==> config.mk <==
export PLATFORM = sky130hd
export DESIGN_NAME = wire_seq_ctrl_flat
export DESIGN_NICKNAME = d
export VERILOG_FILES = /design/src/rtl/wire_seq_pkg.sv /design/src/rtl/wire_seq_ctrl_if.sv /design/src/rtl/wire_cut_detect.sv /design/src/rtl/wire_seq_ctrl.sv /design/src/flat_wrapper.sv
export SDC_FILE = /design/constraint.sdc
export NUM_CORES = 1
export LEC_CHECK = 0
export ABC_CLOCK_PERIOD_IN_PS = 4680
export CORE_MARGIN = 2
export CORE_UTILIZATION = 40
export CTS_BUF_LIST = sky130_fd_sc_hd__clkbuf_8
export DETAILED_ROUTE_END_ITERATION = 7
export HOLD_SLACK_MARGIN = 0.12
export SETUP_SLACK_MARGIN = 0.05
export SLEW_MARGIN = 0
export SYNTH_ARGS = -nofsm -noshare
export SYNTH_HDL_FRONTEND = slang
export SYNTH_HIERARCHICAL = 1
export SYNTH_SLANG_ARGS = --single-unit
==> constraint.sdc <==
create_clock -name clk -period 4.68 [get_ports clk]
set_clock_uncertainty 0.05 [all_clocks]
set_input_delay 1.404 -clock clk [delete_from_list [all_inputs] [get_ports clk]]
set_output_delay 1.404 -clock clk [all_outputs]
set_load 0.05 [all_outputs]
==> src/rtl/wire_seq_pkg.sv <==
// Shared encodings and widths for the wire-cut sequence controller.
// Included by every file of the block; see wire_seq_ctrl.sv for WIRE_SEQ_STRIKES_EN.
package wire_seq_pkg;
  localparam int WIRE_IDX_W = 3;
  localparam int STRIKE_W   = 3;

  typedef enum logic [1:0] {
    ST_IDLE     = 2'd0,
    ST_ARMED    = 2'd1,
    ST_DEFUSED  = 2'd2,
    ST_EXPLODED = 2'd3
  } state_e;

  // Saturating strike increment: never counts past the explosion limit.
  function automatic logic [STRIKE_W-1:0] sat_inc(input logic [STRIKE_W-1:0] v,
                                                  input logic [STRIKE_W-1:0] lim);
    return (v >= lim) ? lim : v + 1'b1;
  endfunction
endpackage

==> src/rtl/wire_seq_ctrl_if.sv <==
// Handshake bundle between the game logic (master) and wire_seq_ctrl (slave).
interface wire_seq_ctrl_if #(parameter int NUM_WIRES = 6);
  import wire_seq_pkg::*;

  logic                    arm;
  logic [3*NUM_WIRES-1:0]  order;
  logic [NUM_WIRES-1:0]    wire_lvl;
  logic                    timeout;
  logic [1:0]              state;
  logic [WIRE_IDX_W-1:0]   step;
  logic [STRIKE_W-1:0]     strikes;
  logic                    strike_p;
  logic                    arm_err;

  modport master (output arm, order, wire_lvl, timeout,
                  input  state, step, strikes, strike_p, arm_err);
  modport slave  (input  arm, order, wire_lvl, timeout,
                  output state, step, strikes, strike_p, arm_err);
endinterface

==> src/rtl/wire_cut_detect.sv <==
// Falling-edge detector for wire lines: reports newly cut wires, whether exactly
// one or several were cut this cycle, and the lowest cut wire index.
module wire_cut_detect
  import wire_seq_pkg::*;
#(
  parameter int NUM_WIRES = 6
) (
  input  logic [NUM_WIRES-1:0]  prev,
  input  logic [NUM_WIRES-1:0]  wire_lvl,
  input  logic [NUM_WIRES-1:0]  cut_mask,
  output logic [NUM_WIRES-1:0]  cut_vec,
  output logic                  single_cut,
  output logic                  multi_cut,
  output logic [WIRE_IDX_W-1:0] cut_idx
);
  always_comb begin
    cut_vec = prev & ~wire_lvl & ~cut_mask;
    cut_idx = '0;
    for (int i = NUM_WIRES - 1; i >= 0; i--) begin
      if (cut_vec[i]) cut_idx = WIRE_IDX_W'(i);
    end
    single_cut = ($countones(cut_vec) == 1);
    multi_cut  = ($countones(cut_vec) > 1);
  end
endmodule

==> src/rtl/wire_seq_ctrl.sv <==
// Wire-cut defusal sequencer. Define WIRE_SEQ_STRIKES_EN to allow MAX_STRIKES
// wrong cuts before explosion; otherwise the first wrong cut detonates.
module wire_seq_ctrl
  import wire_seq_pkg::*;
#(
  parameter int NUM_WIRES   = 6,
  parameter int SEQ_LEN     = 6,
  parameter int MAX_STRIKES = 3
) (
  input  logic            clk,
  input  logic            rst,
  wire_seq_ctrl_if.slave  bus
);
`ifdef WIRE_SEQ_STRIKES_EN
  localparam int STRIKE_LIMIT = MAX_STRIKES;
`else
  // MAX_STRIKES has no effect in this build: a single strike is fatal.
  localparam int STRIKE_LIMIT = MAX_STRIKES - MAX_STRIKES + 1;
`endif
  localparam logic [STRIKE_W-1:0] STRIKE_MAX = STRIKE_W'(STRIKE_LIMIT);

  state_e                 state_q, state_d;
  logic [WIRE_IDX_W-1:0]  step_q, step_d;
  logic [STRIKE_W-1:0]    strikes_q, strikes_d;
  logic                   strike_p_q, strike_p_d;
  logic                   arm_err_q, arm_err_d;
  logic [NUM_WIRES-1:0]   cut_mask_q, cut_mask_d;
  logic [NUM_WIRES-1:0]   prev_q, prev_d;
  logic [3*NUM_WIRES-1:0] order_q, order_d;

  logic [NUM_WIRES-1:0]   cut_vec;
  logic                   single_cut, multi_cut;
  logic [WIRE_IDX_W-1:0]  cut_idx;
  logic                   arm_ok;
  logic [WIRE_IDX_W-1:0]  exp_idx;

  wire_cut_detect #(.NUM_WIRES(NUM_WIRES)) u_detect (
    .prev       (prev_q),
    .wire_lvl   (bus.wire_lvl),
    .cut_mask   (cut_mask_q),
    .cut_vec    (cut_vec),
    .single_cut (single_cut),
    .multi_cut  (multi_cut),
    .cut_idx    (cut_idx)
  );

  // Arm is only valid with all wires intact and a duplicate-free, in-range order.
  always_comb begin
    arm_ok = &bus.wire_lvl;
    for (int i = 0; i < SEQ_LEN; i++) begin
      if (int'(bus.order[3*i +: 3]) >= NUM_WIRES) arm_ok = 1'b0;
      for (int j = 0; j < i; j++) begin
        if (bus.order[3*i +: 3] == bus.order[3*j +: 3]) arm_ok = 1'b0;
      end
    end
  end

  always_comb begin
    exp_idx = '0;
    for (int k = 0; k < SEQ_LEN; k++) begin
      if (step_q == WIRE_IDX_W'(k)) exp_idx = order_q[3*k +: 3];
    end
  end

  always_comb begin
    state_d    = state_q;
    step_d     = step_q;
    strikes_d  = strikes_q;
    strike_p_d = 1'b0;
    arm_err_d  = 1'b0;
    cut_mask_d = cut_mask_q;
    prev_d     = prev_q;
    order_d    = order_q;
    case (state_q)
      ST_IDLE: begin
        if (bus.arm) begin
          if (arm_ok) begin
            state_d    = ST_ARMED;
            order_d    = bus.order;
            step_d     = '0;
            strikes_d  = '0;
            cut_mask_d = '0;
            prev_d     = bus.wire_lvl;
          end else begin
            arm_err_d = 1'b1;
          end
        end
      end
      ST_ARMED: begin
        prev_d     = bus.wire_lvl;
        cut_mask_d = cut_mask_q | cut_vec;
        // Timeout beats everything, including a simultaneous final correct cut.
        if (bus.timeout) begin
          state_d = ST_EXPLODED;
        end else if (single_cut && cut_idx == exp_idx) begin
          step_d = step_q + 1'b1;
          if (step_q == WIRE_IDX_W'(SEQ_LEN - 1)) state_d = ST_DEFUSED;
        end else if (single_cut || multi_cut) begin
          strike_p_d = 1'b1;
          strikes_d  = sat_inc(strikes_q, STRIKE_MAX);
          if (strikes_d == STRIKE_MAX) state_d = ST_EXPLODED;
        end
      end
      default: ;
    endcase
  end

  always_ff @(posedge clk) begin
    if (rst) begin
      state_q    <= ST_IDLE;
      step_q     <= '0;
      strikes_q  <= '0;
      strike_p_q <= 1'b0;
      arm_err_q  <= 1'b0;
      cut_mask_q <= '0;
      prev_q     <= '1;
      order_q    <= '0;
    end else begin
      state_q    <= state_d;
      step_q     <= step_d;
      strikes_q  <= strikes_d;
      strike_p_q <= strike_p_d;
      arm_err_q  <= arm_err_d;
      cut_mask_q <= cut_mask_d;
      prev_q     <= prev_d;
      order_q    <= order_d;
    end
  end

  assign bus.state    = state_q;
  assign bus.step     = step_q;
  assign bus.strikes  = strikes_q;
  assign bus.strike_p = strike_p_q;
  assign bus.arm_err  = arm_err_q;
endmodule
==> src/flat_wrapper.sv <==
// flat-port wrapper written by rule: the top's interface ports become plain ports
module wire_seq_ctrl_flat import wire_seq_pkg::*;
#(
  parameter int NUM_WIRES   = 6,
  parameter int SEQ_LEN     = 6,
  parameter int MAX_STRIKES = 3
)
  (clk, rst, bus_arm, bus_order, bus_wire_lvl, bus_timeout, bus_state, bus_step, bus_strikes, bus_strike_p, bus_arm_err);
  wire_seq_ctrl_if #(.NUM_WIRES(NUM_WIRES)) bus_i ();
  input  logic clk;
  input  logic rst;
  input wire logic [$bits(bus_i.arm)-1:0] bus_arm;
  input wire logic [$bits(bus_i.order)-1:0] bus_order;
  input wire logic [$bits(bus_i.wire_lvl)-1:0] bus_wire_lvl;
  input wire logic [$bits(bus_i.timeout)-1:0] bus_timeout;
  output wire logic [$bits(bus_i.state)-1:0] bus_state;
  output wire logic [$bits(bus_i.step)-1:0] bus_step;
  output wire logic [$bits(bus_i.strikes)-1:0] bus_strikes;
  output wire logic [$bits(bus_i.strike_p)-1:0] bus_strike_p;
  output wire logic [$bits(bus_i.arm_err)-1:0] bus_arm_err;
  assign bus_i.arm = bus_arm;
  assign bus_i.order = bus_order;
  assign bus_i.wire_lvl = bus_wire_lvl;
  assign bus_i.timeout = bus_timeout;
  assign bus_state = bus_i.state;
  assign bus_step = bus_i.step;
  assign bus_strikes = bus_i.strikes;
  assign bus_strike_p = bus_i.strike_p;
  assign bus_arm_err = bus_i.arm_err;
  wire_seq_ctrl #(.NUM_WIRES(NUM_WIRES), .SEQ_LEN(SEQ_LEN), .MAX_STRIKES(MAX_STRIKES)) u_core (.clk(clk), .rst(rst), .bus(bus_i));
endmodule
==> impl_metrics.ini, run 1 <==
[status]
status = completed

[route]
firstDrtPassIters = 5
post_drt_wl_per_cell_um = 15.8
via_per_inst = 5.58
drt_iter0_markers = 202
drc = 0
drt-total-wl_mm = 7.89
antenna_left = 0
vias = 2779

[cts]
clkSlewWorstSetupHoldPaths_ns = 0.07
postCtsSetupBuffers = 0
clock_latency_ns = 0.29
cts_root_buffer = clkbuf_8
h-tree-depth = 2
clock_sinks = 40
cts_tree = done
max-clock-path-buffers = 2
cts_buffers = 5

[power_and_ir_drop]
power_w = 0.000755
power_density_nw_per_um2 = 214
peakVddDrop_uv = 99.6
p_leak_nw = 1.32

[setup_path]
cp_max_fo = 5
startpoint_type = input port
crit_slowest_cell = fa_1
path_common_cell = fa_1
max_stage_delay_ns = 0.48
crit_arrival_ns = 4.53
r2r_setup_slack_ns = 1.34
cp.required_ns = 4.76
cp_top_family = adder cells
critPathKind = in -> reg
end_kind = register
worst-path-buf-inv = 2
cp_cell_sequence = clkdlybuf4s50_1 > nor3b_2 > fa_1 > fa_2 > fa_1 > or2_2 > nor2_2 > inv_1 > a221oi_4 > and3_4 > a311oi_1

[yosys]
synth_edf_count = 0
synth.largest_area_cell = dfxtp_1
ys_ff_latch = 40
synth.top_cell.area_share = 0.260
synth_area_um2 = 3080
synth_seq_area_share = 0.260
syn_area_per_cell_um2 = 8.37
synth_ff_type = dfxtp_1
synth.net_count = 408
synth_cells = 368
synth.distinct_cells = 61
async_flop_share = 0
yosysWarnings = 6
synthTopCellsByArea = dfxtp_1 (26%), xor2_1 (8.0%), nand4_1 (5.7%)

[layout]
drive_gt1_frac = 0.123
fin_area_um2 = 3540
final_nets = 439
diodes = 0
syn_to_final_growth_pct = 14.8

[sta]
period_needed_ns = 4.44
setup_tns_ns = 0
rsz0062_at_grt = false
fin_ws_ns = 0.236
setup_viol = 0
relSlewSlack = 0.379
worst_slew_pin_slew_ns = 0.928
slew_violations = 0
min_period_over_period = 0.950
finalHoldViolations = 0
max_freq_mhz = 225

[grt]
grt_pass1_vias = 2722
antenna_found_initial = 0
grt_max_degree = 30
track_usage = 0.200
grt_overflow = 0
grt_pass1_wl_mm = 13.7

[floorplan]
die_w_um = 91.8
ioPinCount = 38
std_cell_rows = 31
start_util = 0.418
dieArea_um2 = 8420
coreArea_um2 = 7370
die_h_um = 91.8

[run]
cap_viol_max_count = 0

[placed_design]
place_area_um2 = 3430
hpwl_mm = 5.89
pre_cts_slack_ns = -0.375
gp_congestion = 0.882
io_buffers = 37

[min_path]
hp-class = reg -> reg
[per-layer routing]
layer / GRT usage / part of all wire / up-vias
met5: 0 / 0 / -
met4: 0.0386 / 0.0099 / 0
met3: 0.0362 / 0.044 / 7
met2: 0.306 / 0.45 / 64
met1: 0.295 / 0.50 / 1325
li1: - / - / 1383
[what timing repair did]
| item | 4_1_cts | 5_1_grt |
|---|---|---|
| hold buffers | 0 | 0 |
| endpoints found under the setup margin | 9 | 9 |
| gates resized for setup | 4 | 2 |
| endpoints found under the hold margin | 0 | 0 |
| pin swaps | 1 | 6 |
[stage by stage]
| stage | util | std cells | hold slack (ns) |
|---|---|---|---|
| 6_report | 0.480 | 498 | 0.423 |
| 5_1_grt | 0.480 | 498 | 0.451 |
| 4_1_cts | 0.479 | 498 | 0.424 |
| 3_5_place_dp | 0.466 | 491 | 0.414 |
| 3_3_place_gp | 0.466 | 491 | 0.409 |
| 2_1_floorplan | - | 368 | 0.395 |
[layout make-up]
cell class | instances | area [µm²]
Fill cell | 748 | 3830
Timing Repair Buffer | 60 | 546
Multi-Input combinational cell | 278 | 1940
Clock buffer | 5 | 68.8
Clock inverter | 2 | 8.76
Sequential cell | 40 | 801
Tap cell | 99 | 124
Inverter | 14 | 52.6
[path summary, 6_finish.rpt]
path | start | end | cells past startpoint
hold reg to reg | u_core/order_q[14] | u_core/order_q[14] | 2
setup / recovery | bus_wire_lvl[5] | u_core/bus.state[0] | 11
hold / removal | u_core/order_q[14] | u_core/order_q[14] | 2
setup reg to reg | u_core/cut_mask_q[2] | u_core/bus.state[0] | 11
[tightest hold or removal path, stage by stage, from the launching register on]
cell and delay [ns]:
dfxtp_1 0.31, o21ai_0 0.06, a21oi_1 0.06
[cells in the mapped netlist (2+ instances only)]
master / number
xnor2_1: 12
xor2_1: 28
a21oi_1: 30
o41ai_1: 2
ha_1: 9
o21ba_2: 2
buf_6: 8
nand3b_1: 3
and4_1: 3
nand2_1: 13
nor3_1: 12
nor2b_1: 5
or4_1: 3
and3_1: 5
nand3_1: 5
mux2i_1: 8
nor3b_2: 4
o22ai_1: 2
nor3b_1: 2
nor4_1: 5
buf_2: 2
or2_2: 2
o211ai_1: 2
buf_4: 7
nand4_1: 28
clkbuf_1: 10
o21ai_0: 29
and2_1: 4
o21a_1: 2
fa_1: 3
inv_1: 13
a221oi_1: 4
nor2_1: 25
a311oi_1: 2
or3_1: 3
clkbuf_8: 7
dfxtp_1: 40
[layout by cell type (no fill, tap or decap), types with 5 or more instances in the layout]
cell type / instances
dfxtp_1: 40
clkdlybuf4s50_1: 36
a21oi_1: 29
o21ai_0: 29
xor2_1: 28
nand4_1: 28
nor2_1: 24
buf_4: 23
inv_1: 14
nand2_1: 13
nor3_1: 12
xnor2_1: 12
ha_1: 9
mux2i_1: 8
clkbuf_8: 5
nor4_1: 5
nand3_1: 5
nor2b_1: 5
[cell families after synthesis]
kind of cell | count (synthesis) | synth area share
AOI/OAI and AO/OA | 85 | 0.167
buffers and inverters | 50 | 0.119
DFF | 40 | 0.260
xor gates and xnor gates | 40 | 0.114
muxes | 8 | 0.0260
and+or+nand+nor | 133 | 0.258
adders and majority gates | 12 | 0.0561
[registers in the layout, indices dropped and copies added (netlist names)]
| signal | cells |
|---|---|
| u_core/cut_mask_q | 6 |
| u_core/bus.strikes | 3 |
| u_core/bus.strike_p | 1 |
| u_core/bus.step | 3 |
| u_core/bus.state | 2 |
| u_core/order_q | 18 |
| u_core/bus.arm_err | 1 |
| u_core/prev_q | 6 |
[where the power goes]
group / total, W / leakage (nW) / internal [W] / switching [W]
Combinational: 0.000197 / 0.954 / 0.0000859 / 0.000111
Sequential: 0.000341 / 0.323 / 0.000341 / 0.000000193
Clock: 0.000217 / 0.0452 / 0.0000993 / 0.000118
Total: 0.000755 / 1.32 / 0.000526 / 0.000229
Note: power is estimated with default switching activity, not from simulation.
==> run 2, diff against run 1 <==
- PLACE_DENSITY: default -> 0.74
==> run 2 against run 1 <==
Net effect: worst setup slack gained 0.058 ns; largest power group unchanged; critical path type unchanged; sequential share of layout area hardly changed; final cell count unchanged.
==> impl_metrics.ini, run 2 (synthesized netlist as in run 1, its figures left out) <==
[layout]
regMostFlops = u_core/order_q
final_cells = 498
final_common_cell = dfxtp_1
drive_gt1_frac = 0.123
diodes = 0
final_nets = 439
reg_top3 = u_core/order_q (18), u_core/cut_mask_q (6), u_core/prev_q (6)
syn_to_final_growth_pct = 14.7
fin_area_um2 = 3530
mostFrequentLayoutCells = dfxtp_1 (40), clkdlybuf4s50_1 (36), a21oi_1 (29), o21ai_0 (29)
largest_register_ffs = 18

[floorplan]
die_h_um = 91.8
coreArea_um2 = 7370
std_cell_rows = 31
ioPinCount = 38
die_w_um = 91.8
start_util = 0.418
dieArea_um2 = 8420

[grt]
met2_usage = 0.328
track_usage = 0.190
antenna_found_initial = 0
grt_util_met1 = 0.246
grt_overflow = 0
met3_usage = 0.0312
grt_max_degree = 30
gr-max-usage-layer = met2
grt_pass1_wl_mm = 13.0
grt_pass1_vias = 2754

[placed_design]
dp_cells = 490
hpwl_mm = 5.83
place_area_um2 = 3420
io_buffers = 37
gp_congestion = 0.939

[route]
drt_iter0_markers = 177
post_drt_wl_per_cell_um = 15.4
drc = 0
vias = 2814
via_per_inst = 5.65
firstDrtPassIters = 4
antenna_left = 0
drt-total-wl_mm = 7.67

[sta]
period_needed_ns = 4.39
min_period_over_period = 0.937
rsz0062_at_grt = false
slew_violations = 0
relSlewSlack = 0.282
worst_slew_pin_slew_ns = 1.07
max_freq_mhz = 228
finalHoldViolations = 0
setup_viol = 0

[status]
status = completed

[min_path]
hp-class = reg -> reg
whs_path_depth = 2

[setup_path]
cp.required_ns = 4.81
r2r_cells = 12
crit_arrival_ns = 4.52
critPathKind = in -> reg
cp_max_fo = 5
end_kind = register
startpoint_type = input port

[cts]
cts_buffers = 5
cts_tree = done
max-clock-path-buffers = 2
clock_sinks = 40
clock_latency_ns = 0.29
h-tree-depth = 2
clkSlewWorstSetupHoldPaths_ns = 0.08
cts_root_buffer = clkbuf_8

[power_and_ir_drop]
pwr-share-clk = 0.281
p_leak_nw = 1.32
power.internal_w = 0.000530
sw_frac_of_total = 0.300
pwr-share-comb = 0.268
p_sw_w = 0.000227
power_density_nw_per_um2 = 214
p_seq_frac = 0.451
peakVddDrop_uv = 101

[run]
cap_viol_max_count = 0
[run 2: cell counts in the layout (fill, tap and decap cells not counted)]
Identical to the previous run, type by type.
[run 2: cell type report]
type / count / area (µm²)
Clock buffer: 5 / 68.8
Clock inverter: 2 / 8.76
Fill cell: 702 / 3840
Inverter: 14 / 52.6
Multi-Input combinational cell: 278 / 1930
Sequential cell: 40 / 801
Tap cell: 99 / 124
Timing Repair Buffer: 60 / 546
[run 2: worst max-delay path, stage by stage]
cell	delay [ns]
clkdlybuf4s50_1	0.46
nor3b_2	0.28
fa_1	0.47
fa_2	0.35
fa_1	0.44
or2_4	0.25
nor2_4	0.09
inv_1	0.05
a221oi_2	0.17
buf_4	0.18
nand4_1	0.10
a311oi_1	0.27
[run 2: per-layer routing]
layer,wire length [µm],vias up
li1,-,1386
met1,3460,1348
met2,3710,69
met3,347,11
met4,157,0
met5,0,-
[run 2: power by group through the flow]
stage	sequential, W	combinational, W	clock [W]
after detailed placement	0.000349	0.000190	0
after floorplan	0.000350	0.000138	0
after CTS	0.000341	0.000195	0.000218
after global routing	0.000341	0.000221	0.000230
after global placement	0.000349	0.000185	0
final	0.000341	0.000203	0.000213
[run 2: final timing paths]
kind | to | from | slack, ns
setup / recovery | u_core/bus.state[1] | bus_wire_lvl[5] | 0.29
hold / removal | u_core/order_q[7] | u_core/order_q[7] | 0.43
setup reg to reg | u_core/bus.state[1] | u_core/prev_q[2] | 1.38
hold reg to reg | u_core/order_q[7] | u_core/order_q[7] | 0.43
[run 2: through the flow]
step / hold WS [ns] / util / setup TNS, ns / setup WS, ns / power, W
floorplan: 0.395 / - / 0 / 0.157 / 0.000488
global placement: 0.405 / 0.465 / -1.88 / -0.252 / 0.000533
detailed placement: 0.414 / 0.465 / -2.62 / -0.319 / 0.000539
CTS: 0.425 / 0.478 / 0 / 0.0522 / 0.000753
global route: 0.450 / 0.479 / 0 / 0.105 / 0.000792
finish: 0.428 / 0.479 / 0 / 0.294 / 0.000756
[run 2: what timing repair did]
item / 4_1_cts / 5_1_grt
hold endpoints to repair: 0 / 0
gates resized for setup: 3 / 4
setup endpoints to repair: 8 / 9
hold buffers: 0 / 0
buffers inserted: 1 / 0
cloned: 0 / 0
pin swaps: 1 / 5
==> run 3, diff against run 2 <==
- MAX_ROUTING_LAYER: default -> met4
==> run 3 against run 2 <==
Net effect: count of clock-buffer cells in the layout stayed put; cell area is 0.53% higher; worst setup slack worse by 0.094 ns; clock power hardly changed; largest cell class unchanged.
==> impl_metrics.ini, run 3 (synthesized netlist as in run 1, its figures left out) <==
[setup_path]
r2r_setup_slack_ns = 1.32
r2r_cells = 12
critPathKind = in -> reg
rr_startpoint = u_core/prev_q[2]
cp.required_ns = 4.82
cp_cell_sequence = clkdlybuf4s50_1 > nor3b_2 > fa_1 > fa_2 > fa_1 > or2_4 > nor2_4 > inv_1 > a221oi_2 > buf_4 > nand4_1 > a311oi_1
end_kind = register
reg2reg_to = u_core/bus.state[1]
crit_slowest_cell = fa_1
path_common_cell = fa_1
startpoint_type = input port
max_stage_delay_ns = 0.47
crit_arrival_ns = 4.62
cp_max_fo = 6

[route]
vias = 2840
post_drt_wl_per_cell_um = 15.1
drc = 0
drt-total-wl_mm = 7.57
firstDrtPassIters = 5
antenna_left = 0
via_per_inst = 5.68
drt_iter0_markers = 191

[layout]
n_fill_cell = 714
drive_gt1_frac = 0.130
final_common_cell = dfxtp_1
regMostFlops = u_core/order_q
diodes = 0
mostFrequentLayoutCells = dfxtp_1 (40), clkdlybuf4s50_1 (36), a21oi_1 (29), o21ai_0 (29)
reg_top3 = u_core/order_q (18), u_core/cut_mask_q (6), u_core/prev_q (6)
final_nets = 441
fin_area_um2 = 3550
largest_register_ffs = 18
final_cells = 500
syn_to_final_growth_pct = 15.3

[run]
cap_viol_max_count = 0

[grt]
grt_overflow = 0
grt_pass1_vias = 2663
antenna_found_initial = 0
grt_pass1_wl_mm = 12.8
track_usage = 0.190
grt_max_degree = 30

[placed_design]
place_area_um2 = 3420
io_buffers = 37
hpwl_mm = 5.62
pre_cts_slack_ns = -0.356
dp_cells = 490
gp_congestion = 0.962

[cts]
clock_sinks = 40
clkSlewWorstSetupHoldPaths_ns = 0.07
max-clock-path-buffers = 2
cts_tree = done
cts_root_buffer = clkbuf_8
clock_latency_ns = 0.29
h-tree-depth = 2
cts_buffers = 5

[sta]
finalHoldViolations = 0
slew_violations = 0
holdWs_ns = 0.423
min_period_over_period = 0.957
relSlewSlack = 0.321
fin_ws_ns = 0.200
period_needed_ns = 4.48
max_freq_mhz = 223
rsz0062_at_grt = false
worst_slew_pin_slew_ns = 1.02
setup_viol = 0

[min_path]
hold_start = u_core/order_q[14]
whs_path_depth = 2
hp-class = reg -> reg
min_to = u_core/order_q[14]

[floorplan]
start_util = 0.418
std_cell_rows = 31
die_w_um = 91.8
dieArea_um2 = 8420
ioPinCount = 38
coreArea_um2 = 7370
die_h_um = 91.8

[power_and_ir_drop]
power_w = 0.000768
power_density_nw_per_um2 = 216
p_leak_nw = 1.33
peakVddDrop_uv = 109

[status]
status = completed
## run 3: cell types whose count changed in the layout (fill, tap and decap cells not counted)
cell,previous run,this run
buf_4,23,25
clkinvlp_4,0,1
inv_1,14,13
## run 3: routing by layer
metal	wire, µm	part of all wire	global-route usage	vias up
met3	364	0.048	0.0238	10
met2	3570	0.47	0.306	104
met1	3530	0.47	0.253	1337
li1	-	-	-	1389
met4	106	0.014	0.0522	0
met5	0	0	-	-
## run 3: metrics by stage
| stage | TNS [ns] | utilization |
|---|---|---|
| finish | 0 | 0.482 |
| global placement | -1.86 | 0.465 |
| detailed placement | -2.85 | 0.465 |
| floorplan | 0 | - |
| global route | 0 | 0.482 |
| CTS | 0 | 0.478 |
## run 3: final cells by class
cell class                 count  area (µm²)  share of cell area
clock buffer                   5        68.8              0.0194
tap                           99         124              0.0349
timing repair buffer          62         561               0.158
inverter                      14        52.6              0.0148
multi-input combinational    278        1930               0.544
sequential                    40         801               0.225
clock inverter                 2        12.5             0.00352
## run 3: worst max-delay path: cells and delay by family
family / cells / cell delay [ns]
fa+ha+maj: 3 / 1.26
simple gates: 4 / 0.77
buf+inv: 3 / 0.72
compound gates: 2 / 0.46
## run 3: worst max path at each step
stage,start,endpoint,slack (ns),cells past startpoint
final,bus_wire_lvl[5],u_core/bus.state[1],0.20,12
after global routing,bus_wire_lvl[5],u_core/bus.state[1],0.03,12
after CTS,bus_wire_lvl[2],u_core/bus.state[1],0.07,13
after detailed placement,bus_wire_lvl[2],u_core/bus.strikes[0],-0.36,13
after global placement,bus_wire_lvl[2],u_core/bus.strikes[0],-0.25,13
after floorplan,bus_wire_lvl[2],u_core/bus.strikes[0],0.16,11
## run 3: what timing repair did
action                                  CTS  global route
gates cloned                              0             0
setup buffers                             0             3
endpoints found under the hold margin     0             0
hold buffers                              0             0
gates resized for setup                   4             3
pin swaps                                 1             6
endpoints found under the setup margin    9             9
## run 3: power breakdown
part / switching (W) / internal (W) / leakage (nW)
combinational: 0.000117 / 0.0000942 / 0.967
clock: 0.000115 / 0.000101 / 0.0400
sequential: 0.000000160 / 0.000341 / 0.323
total: 0.000232 / 0.000536 / 1.33
